==> src/rtl/univ_shift_reg.sv <==
// Universal shift register: hold, shift right/left, parallel load, saturating shift counter.
// Optional rotate feature enabled by defining USR_ROTATE_EN; otherwise rot is ignored.
module univ_shift_reg #(
  parameter int WIDTH = 8
) (
  input  logic                       clk,
  input  logic                       reset,
  input  logic                       en,
  input  logic                       clr,
  input  logic [1:0]                 mode,
  input  logic                       sin_msb,
  input  logic                       sin_lsb,
  input  logic [WIDTH-1:0]           d,
  input  logic                       rot,
  output logic [WIDTH-1:0]           q,
  output logic                       sout_lsb,
  output logic                       sout_msb,
  output logic [$clog2(WIDTH+1)-1:0] cnt,
  output logic                       drained
);

  localparam int CW = $clog2(WIDTH+1);
  localparam logic [CW-1:0] CNT_MAX = CW'(WIDTH);

  typedef enum logic [1:0] {
    MODE_HOLD  = 2'b00,
    MODE_RIGHT = 2'b01,
    MODE_LEFT  = 2'b10,
    MODE_LOAD  = 2'b11
  } mode_t;

  logic fill_msb;
  logic fill_lsb;

`ifdef USR_ROTATE_EN
  assign fill_msb = rot ? q[0]       : sin_msb;
  assign fill_lsb = rot ? q[WIDTH-1] : sin_lsb;
`else
  logic unused_rot;
  assign unused_rot = rot;
  assign fill_msb   = sin_msb;
  assign fill_lsb   = sin_lsb;
`endif

  // Counter saturates at WIDTH; both shift directions count up.
  always_ff @(posedge clk or negedge reset) begin
    if (!reset) begin
      q   <= '0;
      cnt <= '0;
    end else if (clr) begin
      q   <= '0;
      cnt <= '0;
    end else if (en) begin
      case (mode_t'(mode))
        MODE_RIGHT: begin
          q <= {fill_msb, q[WIDTH-1:1]};
          if (cnt != CNT_MAX) cnt <= cnt + 1'b1;
        end
        MODE_LEFT: begin
          q <= {q[WIDTH-2:0], fill_lsb};
          if (cnt != CNT_MAX) cnt <= cnt + 1'b1;
        end
        MODE_LOAD: begin
          q   <= d;
          cnt <= '0;
        end
        default: ;
      endcase
    end
  end

  assign sout_lsb = q[0];
  assign sout_msb = q[WIDTH-1];
  assign drained  = (cnt == CNT_MAX);

endmodule

==> config.mk <==
export PLATFORM = sky130hd
export DESIGN_NAME = univ_shift_reg
export DESIGN_NICKNAME = d
export VERILOG_FILES = /design/src/rtl/univ_shift_reg.sv
export SDC_FILE = /design/constraint.sdc
export NUM_CORES = 1
export LEC_CHECK = 0
export CAP_MARGIN = 25
export CORE_MARGIN = 1.5
export CORE_UTILIZATION = 40
export CTS_CLUSTER_DIAMETER = 40
export DETAILED_ROUTE_END_ITERATION = 16
export PLACE_DENSITY = 0.75
export SYNTH_ARGS = -nofsm -noshare
export SYNTH_HDL_FRONTEND = slang
export SYNTH_SLANG_ARGS = --single-unit
==> constraint.sdc <==
create_clock -name clk -period 1.8 [get_ports clk]
set_input_delay 0.36 -clock clk [delete_from_list [all_inputs] [get_ports clk]]
set_output_delay 0.36 -clock clk [all_outputs]
set_load 0.05 [all_outputs]
; Word-level counts from Yosys, hierarchy flattened
; Cells that the tools add are included.
[word_totals]
reg_bits = 12
latchBits = 0
mem_bits_rw = 0
rom_bits = 0
input_bits = 17
output_inout_bits = 15
word_cells = 22
mem_count = 0
[op_classes]
n_addsub = 1
mul = 0
div = 0
n_lt_le_gt_ge = 0
n_eq_ne = 6
shifts = 0
mux = 7
bitwise_logic = 0
reduce_logical = 6
[ops]
columns = op, n
row1 = $pmux W8 S3, 1
row2 = $mux W8, 2
row3 = $mux W4, 3
row4 = $pmux W4 S2, 1
row5 = $add A4 B1 Y4 const B, 1
row6 = $eq A2 B2 Y1 const B, 2
row7 = $eq A4 B4 Y1 const B, 1
row8 = $ne A4 B4 Y1 const B, 1
row9 = $reduce_bool A4 Y1, 1
row10 = $ne A3 B1 Y1 const B, 1
row11 = $reduce_and A3 Y1, 1
row12 = $reduce_bool A3 Y1, 1
row13 = $eq A2 B1 Y1 const B, 1
row14 = $reduce_and A2 Y1, 1
row15 = $reduce_bool A2 Y1, 1
row16 = $reduce_or A2 Y1, 1

; Logic depth before layout (Yosys ltp)
; Gate-level depths: netlist of the first run.
[depth]
depth_word = 5
depth_mapped = 7
ltp_nobuf = 6

; Worst setup path after synthesis of the first run
; OpenSTA, ideal clock, no wires.
[synth_timing]
path_type = flip-flop to output port
from = reg cnt[0]
to = out drained
arrival_ns = 1.573
t_required_ns = 1.440
slack_ns = -0.133
stages_incl_launch_ff = 5
n_path_buf = 0
cell_sequence = dfrtp_1 inv_1 ha_1 nand2_1 nor2_1
[synth_between]
elab_chain_len = 1
[synth_lines]
columns = item, line_no
row1 = start: declaration, 18  ; output logic [$clog2(WIDTH+1)-1:0] cnt,
row2 = start signal: assignment, 57  ; if (cnt != CNT_MAX) cnt <= cnt + 1'b1;
row3 = start signal: assignment, 61  ; if (cnt != CNT_MAX) cnt <= cnt + 1'b1;
row4 = $eq A4 B4 Y1, 74  ; assign drained = (cnt == CNT_MAX);
row5 = end: declaration, 19  ; output logic drained
; Every way passes these cells.

; Worst setup path in the final report of the first run
[layout_timing]
from = in mode[0]
to = reg cnt[0]
[layout_between]
elab_chain_len = 5
word_cells_on_any_way = 10
classes_between = eq/ne (4) / mux (3) / reduce/logical (3)
[layout_lines]
columns = item, line_no
row1 = start: declaration, 10  ; input logic [1:0] mode,
row2 = $eq A2 B2 Y1 or $eq A2 B1 Y1 (tied branches), 54  ; case (mode_t'(mode))
row3 = $reduce_or A2 Y1 (no source line), n/a
row4 = $pmux W4 S2, 54
row5 = $mux W4, 53  ; end else if (en) begin
row6 = $mux W4, 50  ; end else if (clr) begin
; Several ways; a longest one is shown, not always the timed one. The select of a mux whose other input is x is not followed.
; A chain may end at the register's enable or synchronous reset.

==> impl_metrics.csv, run 1 <==
group,metric,value,unit
status,status,"completed",
setup_path,cp-start-kind,"input pin",
pwr,comb_power_share,31.8,%
cts,numCtsBuffers,3,
logic_synthesis,syn_avg_cell_area,9.19,um2
finish,synthToLayoutAreaGrowth,57.2,%
cts,clockBufferDepth,2,
global_route,grt_pass1_wl,2830,um
sta,fin_hold_ws,0.441,ns
finish,drive_gt1_share,31.9,%
drt,drc,0,
setup_path,critPathCaptureType,"flip-flop",
logic_synthesis,synthCells,79,
sta,rsz0062_at_grt,"false",
drt,via_per_inst,5.43,
floorplan,core_area,1710,um2
cts,clk_pin_slew,0.08,ns
pwr,p_seq_share,40.1,%
global_route,grt_start_max_net_pins,13,
cts,cts_max_level,1,
setup_path,crit_fanout,3,
cts,cts.sinks,12,
pwr,p_leak,0.000565,uW
finish,diodes,0,
drt,drt_iter0_drc,31,
logic_synthesis,ys_seq_area_share,41.4,%
cts,cts_root_buf,"clkbuf_4",
drt,dr_total_vias,765,
logic_synthesis,yosysWarnings,0,
global_route,antenna_found_initial,0,
global_route,gr-total-overflow,0,
sta,min_period,1.74,ns
sta,maxSlewHeadroom,62.7,%
sta,setup_viol,0,
floorplan,die-area,2080,um2
sta,finClkSkew,0.00265,ns
floorplan,chipWidth,45.6,um
cts,hold_buffers,0,
logic_synthesis,ys_ff_latch,12,
global_route,gr-usage-all-layers,19.2,%
cts,clk_latency,0.27,ns
hold_path,min_path_type,"in2async",
pwr,switching_share,32.5,%
sta,fmax,575,MHz
drt,totalWireLength,1950,um
place,port_buffers,30,
pwr,pwr-share-clk,28.1,%
floorplan,floorplan.initialDensity,42.5,%
finish,layout_commonest_cell,"buf_4",
finish,final_cells,141,
setup_path,cp.required,1.96,ns
floorplan,die_h,45.6,um
drt,dr.pass1.iters,4,
floorplan,io_pins,32,
place,gp_congestion,0.776,
pwr,p_per_area,667,nW/um2
setup_path,arrival,1.90,ns
logic_synthesis,netlist_area,726,um2
pwr,p_switching,247,uW
logic_synthesis,syn_nets,100,
logic_synthesis,ys_types,24,
global_route,grt_pass1_vias,624,
floorplan,rows,15,
setup_path,worstSetupPathType,"in2reg",
drt,final_antenna_net_count,0,
pwr,finalPower,761,uW
pwr,intPower,514,uW
sta,finalHoldViolCount,0,
sta,worstMarginPinSlew,0.558,ns
finish,fin_nets,138,
run,drv_cap,0,
cts,cts_tree,"built",
place,dp_hpwl,1490,um
place,placed_cells,137,
sta,drv_slew,0,
finish,final_cell_mix,"buf_4, nand2_1, clkdlybuf4s50_1",
pwr,ir_worst_vdd,0.000580,V
sta,post-route-period-util,96.6,%
drt,wl_per_cell,13.8,um
==> metal layers <==
layer	track usage, %	up-vias	part of all wire [%]
li1	-	357	-
met1	22.7	368	40
met2	33.8	36	50
met3	6.35	4	8.6
met4	3.53	0	0.72
met5	0	-	0
==> registers in the layout (all words and copies together) (netlist names) <==
signal and cells:
cnt 4, q 8
==> kinds of logic (layout without fill, tap and decap cells) <==
logic type	count (synthesis)	count (layout)	synth area share, %
and+or+nand+nor	31	31	20.5
AOI/OAI and AO/OA	22	22	23.1
DFF	12	12	41.4
buffers and inverters	9	46	6.03
adders and majority gates	4	4	6.90
muxes	1	1	2.07
==> worst paths after layout <==
check,cells past startpoint,slack (ns),from,to
max,7,0.06,mode[0],cnt[0]
min,1,0.44,reset,q[0]
max reg2reg,6,0.27,cnt[0],cnt[0]
min reg2reg,1,0.57,cnt[3],cnt[3]
max in group asynchronous,1,0.96,reset,cnt[0]
min in group clk,1,0.57,cnt[3],cnt[3]
==> what timing repair did <==
item                       4_1_cts  5_1_grt
pin swaps                        0        0
setup endpoints to repair        1        2
buffers inserted                 0        0
resized for setup                1        5
==> layout make-up <==
| class | count | area [um2] |
|---|---|---|
| Clock buffer | 4 | 36.3 |
| Fill cell | 145 | 567 |
| Inverter | 3 | 11.3 |
| Multi-Input combinational cell | 58 | 414 |
| Sequential cell | 12 | 302 |
| Tap cell | 25 | 31.3 |
| Timing Repair Buffer | 39 | 347 |
==> synthesized netlist by cell type <==
library cell   n  area [um2]
nand3_1        1        5.00
nand2_1       18        67.6
and3_1         1        6.26
or2_4          1        8.76
nand3b_1       1        7.51
dfrtp_1       12         300
buf_4          2        15.0
o21ai_0        1        5.00
mux2_4         1        15.0
o21ai_1        3        15.0
ha_1           4        50.1
buf_2          2        10.0
nor4b_1        1        8.76
a22oi_1        8        60.1
a22o_1         8        70.1
nand2b_2       1        8.76
and3b_1        1        8.76
nor4_1         1        6.26
a211o_1        1        8.76
nor2_1         3        11.3
a21oi_2        1        8.76
inv_1          3        11.3
clkbuf_1       2        7.51
nor3_1         2        10.0
==> power groups by stage <==
stage	logic [uW]	registers (uW)	clock network [uW]
2_1_floorplan	83.5	357	0
3_3_place_gp	229	309	0
4_1_cts	234	304	221
5_1_grt	257	308	233
6_report	242	305	214
3_5_place_dp	232	309	0
==> stage by stage <==
step	util (%)	setup slack, ns	area (um2)	setup TNS [ns]
CTS	65.1	0.0276	1110	0
finish	66.8	0.0604	1140	0
global placement	62.6	-0.296	1070	-1.84
detailed placement	62.6	-0.340	1070	-2.30
global route	66.8	0.00207	1140	0
floorplan	-	0.0126	728	0
==> critical path, cell delays in order <==
cell and delay (ns):
clkdlybuf4s50_1 0.48, inv_1 0.07, ha_4 0.28, nand2b_2 0.07, a21oi_2 0.18, or2_4 0.17, mux2_4 0.29
No activity file was read; power rests on OpenSTA's default activity.
==> run 2, diff against run 1 <==
- SKIP_LAST_GASP: default -> 1
==> run 2 against run 1 <==
Against the previous run: sequential share of layout area is essentially flat; sequential power barely moved; clock skew is essentially flat; global-route usage unchanged; register-to-register slack worse by 0.04 ns; non-clock buffer count did not move; first-iteration DRC count is 35% higher; largest cell class unchanged; power down 0.19%.
==> impl_metrics.csv, run 2 (same netlist as run 1, synthesis figures left out) <==
group,metric,value,unit
finish,diodes,0,
setup_path,worstReg2RegEnd,"cnt[0]",
global_route,grt_pass1_vias,624,
cts,clk_pin_slew,0.08,ns
finish,drive_gt1_share,30.2,%
setup_path,arrival,1.97,ns
cts,postCtsSetupBuffers,0,
setup_path,critPathCaptureType,"flip-flop",
setup_path,cp.required,2.02,ns
setup_path,slowest_delay,0.47,ns
setup_path,reg2reg_depth,6,
sta,finClkSkew,0.00248,ns
finish,final_cell_mix,"buf_4, nand2_1, clkdlybuf4s50_1",
sta,fin_hold_ws,0.443,ns
finish,top_register,"q",
global_route,gr-usage-all-layers,19.2,%
sta,setup_viol,0,
sta,drv_slew,0,
floorplan,rows,15,
finish,layout_commonest_cell,"buf_4",
sta,post-route-period-util,97.7,%
finish,fin_nets,138,
cts,hold_buffers,0,
setup_path,crit_top_cell,"nand2_1",
place,dp_hpwl,1490,um
pwr,p_per_area,668,nW/um2
place,gp_congestion,0.776,
sta,worstMarginPinSlew,0.561,ns
cts,cts_tree,"built",
drt,drt_iter0_drc,42,
pwr,p_leak,0.000566,uW
drt,via_per_inst,5.40,
place,port_buffers,30,
floorplan,chipWidth,45.6,um
floorplan,core_area,1710,um2
global_route,grt_start_max_net_pins,13,
global_route,grt_pass1_wl,2830,um
floorplan,io_pins,32,
cts,cts_root_buf,"clkbuf_4",
cts,numCtsBuffers,3,
drt,dr_total_vias,761,
setup_path,crit_fanout,12,
setup_path,cp-start-kind,"input pin",
setup_path,path_cells,"clkdlybuf4s50_1, ha_1, buf_4, nor2_1, nand2_1, nand2_1, a22o_1",
cts,clk_latency,0.27,ns
sta,fmax,569,MHz
sta,rsz0062_at_grt,"true",
sta,finalHoldViolCount,0,
cts,cts.sinks,12,
drt,drc,0,
setup_path,worstSetupPathType,"in2reg",
sta,maxSlewHeadroom,62.5,%
pwr,ir_worst_vdd,0.000580,V
cts,cts_max_level,1,
floorplan,die-area,2080,um2
floorplan,floorplan.initialDensity,42.5,%
setup_path,reg2reg_from,"cnt[0]",
run,drv_cap,0,
hold_path,min_path_type,"in2async",
floorplan,die_h,45.6,um
global_route,antenna_found_initial,0,
setup_path,cpMaxStageDelayCell,"clkdlybuf4s50_1",
setup_path,cp_top_family,"buffers and inverters",
drt,dr.pass1.iters,4,
cts,clockBufferDepth,2,
finish,largestRegisters,"q (8), cnt (4)",
drt,totalWireLength,1970,um
setup_path,path_buf_inv,2,
setup_path,reg2reg_setup_slack,0.23,ns
sta,min_period,1.76,ns
finish,synthToLayoutAreaGrowth,56.7,%
drt,wl_per_cell,13.9,um
global_route,gr-total-overflow,0,
finish,largest_reg_flops,8,
drt,final_antenna_net_count,0,
sta,setup_ws,0.0411,ns
status,status,"completed",
place,place_ws,-0.340,ns
run 2: through the flow:
step                      std cells  total power [uW]  util [%]  cell area, um2  setup TNS (ns)
after floorplan                  79               440         -             728               0
after global placement          137               538      62.6            1070           -1.84
after detailed placement        137               542      62.6            1070           -2.30
after CTS                       141               758      65.1            1110               0
after global routing            141               798      66.6            1140          -0.102
final                           141               759      66.6            1140               0
run 2: worst max path at each step:
stage / from / endpoint / slack, ns / cells past startpoint
final: mode[1] / q[5] / 0.04 / 7
after floorplan: cnt[0] / cnt[0] / 0.01 / 6
after global routing: mode[1] / q[7] / -0.03 / 7
after global placement: mode[0] / cnt[0] / -0.30 / 6
after CTS: mode[0] / cnt[0] / 0.03 / 6
after detailed placement: mode[0] / cnt[0] / -0.34 / 6
run 2: repair_timing:
action | CTS | global route
hold endpoints to repair | 0 | 0
resized for setup | 1 | 3
endpoints found under the setup margin | 1 | 2
gates cloned | 0 | 0
run 2: where the power goes:
part / internal [uW] / switching (uW) / total (uW)
clock network: 123 / 90.7 / 214
registers: 284 / 20.8 / 305
logic: 105 / 135 / 241
run 2: routing by layer:
metal	vias up	track usage, %	part of all wire [%]
met5	-	0	0
met4	0	3.53	0.51
met3	2	6.35	7.9
met2	33	33.8	50
met1	368	22.7	41
li1	358	-	-
run 2: layout make-up:
type                    instances  area (um2)
clock buffers                   4        36.3
inverters                       3        11.3
well taps                      25        31.3
flip-flops and latches         12         300
repair buffers                 39         347
multi-input cells              58         412
fillers                       145         571
run 2: worst register-to-register path: cells and delay by family (launching register included):
kind,cells,cell delay [ns]
buf+inv,1,0.07
simple gates,3,0.46
mux,1,0.29
flops,1,0.45
fa+ha+maj,1,0.20
